$ cat src/rtl/timer_dev.sv
`default_nettype none
// ============================================================================
//  Module      : timer_dev
//  Description : Memory-mapped 32-bit down-counting timer with one-shot and
//                auto-reload modes and a maskable interrupt request.
//                Register map (word select Addr = bus address bits [3:2]):
//                  0 CTRL   : [0] Enable, [2:1] Mode, [3] IM, [31:4] read 0
//                  1 PRESET : 32-bit read/write reload value
//                  2 COUNT  : 32-bit read-only current count
//                  3 unused : reads 0, writes ignored
//  Revision    : 1.0 - initial release
// ============================================================================
module timer_dev (
    input  logic        clk,
    input  logic        reset,
    input  logic [1:0]  Addr,
    input  logic        We,
    input  logic [31:0] data_in,
    output logic [31:0] data_out,
    output logic        IRQ
);

    // ------------------------------------------------------------------------
    // Register addresses and mode encoding
    // ------------------------------------------------------------------------
    localparam logic [1:0] c_ADDR_CTRL   = 2'd0;
    localparam logic [1:0] c_ADDR_PRESET = 2'd1;
    localparam logic [1:0] c_ADDR_COUNT  = 2'd2;
    localparam logic [1:0] c_MODE_RELOAD = 2'd1;

    // ------------------------------------------------------------------------
    // Controller states
    // ------------------------------------------------------------------------
    typedef enum logic [1:0] {
        S_IDLE = 2'd0,
        S_LOAD = 2'd1,
        S_CNT  = 2'd2,
        S_INT  = 2'd3
    } state_t;

    // ------------------------------------------------------------------------
    // Registers and next-state values
    // ------------------------------------------------------------------------
    state_t      state_q,  state_d;
    logic [3:0]  ctrl_q,   ctrl_d;
    logic [31:0] preset_q, preset_d;
    logic [31:0] count_q,  count_d;
    logic        irq_q,    irq_d;

    // ------------------------------------------------------------------------
    // Decoded bus writes and FSM side-effect strobes
    // ------------------------------------------------------------------------
    logic        w_wr_ctrl;
    logic        w_wr_preset;
    logic        w_enable;
    logic [1:0]  w_mode;
    logic        w_irq_set;     // counter expired this edge
    logic        w_irq_hw_clr;  // auto-reload drops the flag after one cycle
    logic        w_en_hw_clr;   // one-shot clears Enable on expiry

    assign w_wr_ctrl   = We && (Addr == c_ADDR_CTRL);
    assign w_wr_preset = We && (Addr == c_ADDR_PRESET);
    assign w_enable    = ctrl_q[0];
    assign w_mode      = ctrl_q[2:1];

    // State register and all datapath registers; reset dominates any write
    always_ff @(posedge clk) begin
        if (reset) begin
            state_q  <= S_IDLE;
            ctrl_q   <= 4'd0;
            preset_q <= 32'd0;
            count_q  <= 32'd0;
            irq_q    <= 1'b0;
        end else begin
            state_q  <= state_d;
            ctrl_q   <= ctrl_d;
            preset_q <= preset_d;
            count_q  <= count_d;
            irq_q    <= irq_d;
        end
    end

    // Next-state logic: sequencing, counting and expiry handling
    always_comb begin
        state_d      = state_q;
        count_d      = count_q;
        w_irq_set    = 1'b0;
        w_irq_hw_clr = 1'b0;
        w_en_hw_clr  = 1'b0;

        case (state_q)
            S_IDLE: begin
                if (w_enable) begin
                    state_d = S_LOAD;
                end
            end

            S_LOAD: begin
                // PRESET is sampled only here, so writes while counting
                // take effect on the next period.
                count_d = preset_q;
                state_d = S_CNT;
            end

            S_CNT: begin
                if (!w_enable) begin
                    // Stop and hold the current count; a later enable
                    // restarts from PRESET via LOAD.
                    state_d = S_IDLE;
                end else if (count_q != 32'd0) begin
                    count_d = count_q - 32'd1;
                end else begin
                    state_d   = S_INT;
                    w_irq_set = 1'b1;
                end
            end

            S_INT: begin
                if (w_mode == c_MODE_RELOAD) begin
                    w_irq_hw_clr = 1'b1;
                    state_d      = S_LOAD;
                end else begin
                    // Modes 0, 2 and 3 are one-shot.
                    w_en_hw_clr = 1'b1;
                    state_d     = S_IDLE;
                end
            end

            default: begin
                state_d = S_IDLE;
            end
        endcase
    end

    // CTRL update: a CPU write on the same edge beats the hardware Enable clear
    always_comb begin
        ctrl_d = ctrl_q;
        if (w_wr_ctrl) begin
            ctrl_d = data_in[3:0];
        end else if (w_en_hw_clr) begin
            ctrl_d = {ctrl_q[3:1], 1'b0};
        end
    end

    // PRESET update from the bus
    always_comb begin
        preset_d = preset_q;
        if (w_wr_preset) begin
            preset_d = data_in;
        end
    end

    // Interrupt flag: expiry sets it; a CTRL/PRESET write or auto-reload clears it
    always_comb begin
        irq_d = irq_q;
        if (w_irq_set) begin
            irq_d = 1'b1;
        end else if (w_wr_ctrl || w_wr_preset || w_irq_hw_clr) begin
            irq_d = 1'b0;
        end
    end

    // Combinational read mux
    always_comb begin
        data_out = 32'd0;
        case (Addr)
            c_ADDR_CTRL:   data_out = {28'd0, ctrl_q};
            c_ADDR_PRESET: data_out = preset_q;
            c_ADDR_COUNT:  data_out = count_q;
            default:       data_out = 32'd0;
        endcase
    end

    // Interrupt output gated by the mask bit
    assign IRQ = irq_q & ctrl_q[3];

endmodule
`default_nettype wire

$ cat config.mk
export PLATFORM = sky130hd
export DESIGN_NAME = timer_dev
export DESIGN_NICKNAME = d
export VERILOG_FILES = /design/src/rtl/timer_dev.sv
export SDC_FILE = /design/constraint.sdc
export NUM_CORES = 1
export LEC_CHECK = 0
export BUFFER_PORTS_ARGS = -buffer_cell sky130_fd_sc_hd__buf_2
export CORE_MARGIN = 8
export CORE_UTILIZATION = 40
export DETAILED_ROUTE_END_ITERATION = 10
export GPL_ROUTABILITY_DRIVEN = 0
export HOLD_SLACK_MARGIN = 0.12
export PLACE_DENSITY_LB_ADDON = 0.3
export SLEW_MARGIN = 20
export SYNTH_ARGS = -nofsm -noshare
export SYNTH_HDL_FRONTEND = slang
export SYNTH_SLANG_ARGS = --single-unit
$ cat constraint.sdc
create_clock -name clk -period 3.05 [get_ports clk]
set_clock_uncertainty 0.05 [all_clocks]
set_input_delay 0.61 -clock clk [delete_from_list [all_inputs] [get_ports clk]]
set_output_delay 0.61 -clock clk [all_outputs]
set_load 0.005 [all_outputs]
==> results_dict.tcl <==
set metrics [dict create \
    run_status "finished clean" \
    cts_hold_buffers 0 \
    power.leakage_nw 1.788 \
    floorplan.core_area_um2 9284 \
    gr-total-overflow 0 \
    areaGrowthSynthToFinish_pct 18.33 \
    synth_ff_type "sky130_fd_sc_hd__dfxtp_1" \
    wl_um 11550 \
    wl_per_cell_um 15.89 \
    synth-edff-count 0 \
    worstMarginPinSlew_ns 0.7405 \
    critical_path.max_stage_delay_ns 0.53 \
    postLayoutSetupSlackWorst_ns 0.5579 \
    numPortBuffers 69 \
    syn_nets 570 \
    num_antenna_cells 0 \
    timing.hold.ws_ns 0.4307 \
    synthesis.yosys.warnings 0 \
    criticalPathCategory "reg2reg" \
    number_of_nets_in_the_layout 631 \
    max-vdd-ir-drop_uv 191.0 \
    dp.final_hpwl_um 8353 \
    post_route_cells_drive_above_1_share_pct 19.06 \
    cts.path.max_buffers 2 \
    internal_power_mw 1.438 \
    critPathMostFrequentCell "sky130_fd_sc_hd__buf_4" \
    final_core_util_pct 48.81 \
    worst_path_dominant_cell_family "compound AO/OA/AOI/OAI gates" \
    worstPathCellList "inv_1, ha_1, nor4b_1, buf_4, nand4_2, nor3_4, o21ai_1, buf_4, o211ai_1, a21oi_1" \
    cts_buffers 9 \
    drtPass1Iterations 5 \
    synth-seq-area-share_pct 37.11 \
    clockPowerShare_pct 38.6 \
    yosys_register_bits 71 \
    cts-root-buf "sky130_fd_sc_hd__clkbuf_8" \
    holdCritPathClass "reg2reg" \
    worst_setup_path_start_kind "flop" \
    detail_route_antenna_nets 0 \
    total_power_mw 1.977 \
    post_synth_inst_count 532 \
    top_level_ports 70 \
    pre_cts_ws_ns 0.5831 \
    floorplan.die.height_um 113.9 \
    syn-cell-area_um2 3830 \
    max_clock_freq_ghz 0.4013 \
    clkTransAtPathRegs_ns 0.08 \
    power.share.sequential_pct 48.7 \
    power_density_nw_per_um2 436.3 \
    worstPathBufferInverterCount 3 \
    avgViaCountPerCell 5.569 \
    worstSkewPairLatency_ns 0.34 \
    cts_tree "yes" \
    fp-row-count 35 \
    crit_path_max_fanout 14 \
    min_period_ns 2.492 \
    die_x_um 113.9 \
    initial_core_util_pct 41.25 \
    track_usage_pct 17.84 \
    fin_crit_sh_pct 81.71 \
    final-max-slew-violation-count 0 \
    cts-resized-gates 0 \
    switching_power_as_a_share_of_total_power_pct 27.25 \
    synth_area_per_cell_um2 7.199 \
    synthArstFlopShare_pct 0 \
    grt_antenna_before_repair 0 \
    final_cell_mix "142 x sky130_fd_sc_hd__nand2_1, 75 x sky130_fd_sc_hd__a21oi_1, 71 x sky130_fd_sc_hd__dfxtp_1" \
    remaining_drc_errors 0 \
    setup_violations 0 \
    synth.lib_cells_used.distinct 44 \
    timing_hold_violations_final 0 \
    finalSetupTns_ns 0 \
    grt_start_max_net_pins 38 \
    rsz_0062_raised_after_global_routing "false" \
    postCtsSetupRepairBufs 0 \
    vias 4049 \
    worst_path_arrival_ns 2.72 \
    comb_power_share_pct 12.7 \
    detailedRoute.firstIterationViolations 441 \
    net-switching-power_mw 0.5388 \
    worst-endpoint-required_ns 3.28 \
    number_of_global_route_vias_before_repair 3818 \
    grt_first_pass_wirelength_um 19160 \
    layout.cells.most_common "sky130_fd_sc_hd__nand2_1" \
    cts_sinks 71 \
    critPathCaptureType "flop" \
    htreeDepth 3 \
    worst_path_max_delay_cell "sky130_fd_sc_hd__o21ai_1" \
    dieArea_um2 12960 \
    maxSlewHeadroom_pct 50.63 \
    max_cap_viol_count 0 \
    num-fill-cells 957 \
]
worst register-to-register path, cell delays in order (launching register included):
cell                       delay, ns
sky130_fd_sc_hd__dfxtp_1        0.40
sky130_fd_sc_hd__inv_1          0.06
sky130_fd_sc_hd__ha_1           0.23
sky130_fd_sc_hd__nor4b_1        0.16
sky130_fd_sc_hd__buf_4          0.16
sky130_fd_sc_hd__nand4_2        0.15
sky130_fd_sc_hd__nor3_4         0.07
sky130_fd_sc_hd__o21ai_1        0.53
sky130_fd_sc_hd__buf_4          0.33
sky130_fd_sc_hd__o211ai_1       0.11
sky130_fd_sc_hd__a21oi_1        0.16
kinds of logic after synthesis:
family / share of synthesized area, %
buf+inv: 4.672
mux: 1.830
fa+ha+maj: 0.3266
flops: 37.11
simple gates: 27.05
xor+xnor: 0.2287
compound gates: 28.78
area by class of cell:
type | count | area, um^2 | area share [%]
Clock buffer | 11 | 141.4 | 3.120
Clock inverter | 5 | 56.30 | 1.242
Inverter | 3 | 11.26 | 0.2485
Multi-Input combinational cell | 418 | 2237 | 49.37
Sequential cell | 71 | 1421 | 31.36
Tap cell | 129 | 161.4 | 3.562
Timing Repair Buffer | 90 | 503.0 | 11.10
layer usage:
metal  part of all wire [%]  vias up  GRT usage [%]
met5                      0        -              0
met4                    1.1        0          5.058
met3                    7.5       10          3.909
met2                     45      160          27.85
met1                     46     1874          24.02
li1                       -     2005              -
worst paths after layout:
path	startpoint	end	slack (ns)	cells past startpoint
max	count_q[1]	count_q[1]	0.56	10
min	preset_q[6]	preset_q[6]	0.43	2
max reg2reg	count_q[1]	count_q[1]	0.56	10
min reg2reg	preset_q[6]	preset_q[6]	0.43	2
synthesized netlist by cell type (all sizes together), types with 6 or more instances:
master | instances | share of area (%)
nor2 | 35 | 3.4
a22o | 28 | 6.4
a21oi | 75 | 9.8
nand2 | 142 | 14
dfxtp | 71 | 37
nor3 | 11 | 1.7
o31ai | 11 | 2.2
clkbuf | 36 | 3.5
mux2i | 7 | 1.8
nor4 | 6 | 1.1
o41ai | 8 | 1.8
nand3 | 8 | 1.0
o21ai | 37 | 4.8
power by group through the flow:
| stage | Clock, mW | Combinational [mW] | Sequential (mW) |
|---|---|---|---|
| after floorplan | 0 | 0.156 | 0.979 |
| after global placement | 0 | 0.246 | 0.984 |
| after detailed placement | 0 | 0.249 | 0.984 |
| after CTS | 0.783 | 0.250 | 0.962 |
| after global routing | 0.823 | 0.281 | 0.965 |
| final | 0.763 | 0.251 | 0.963 |
flip-flops by register name, indices dropped and copies added, names as in the netlist:
name / flops
irq_q: 1
count_q: 32
ctrl_q: 4
preset_q: 32
state_q: 2
through the flow:
step                cell area, um^2  cells
CTS                            4532    727
detailed placement             4334    711
global placement               4334    711
finish                         4532    727
global route                   4532    727
floorplan                      3830    532
(Power assumes the default switching activity.)
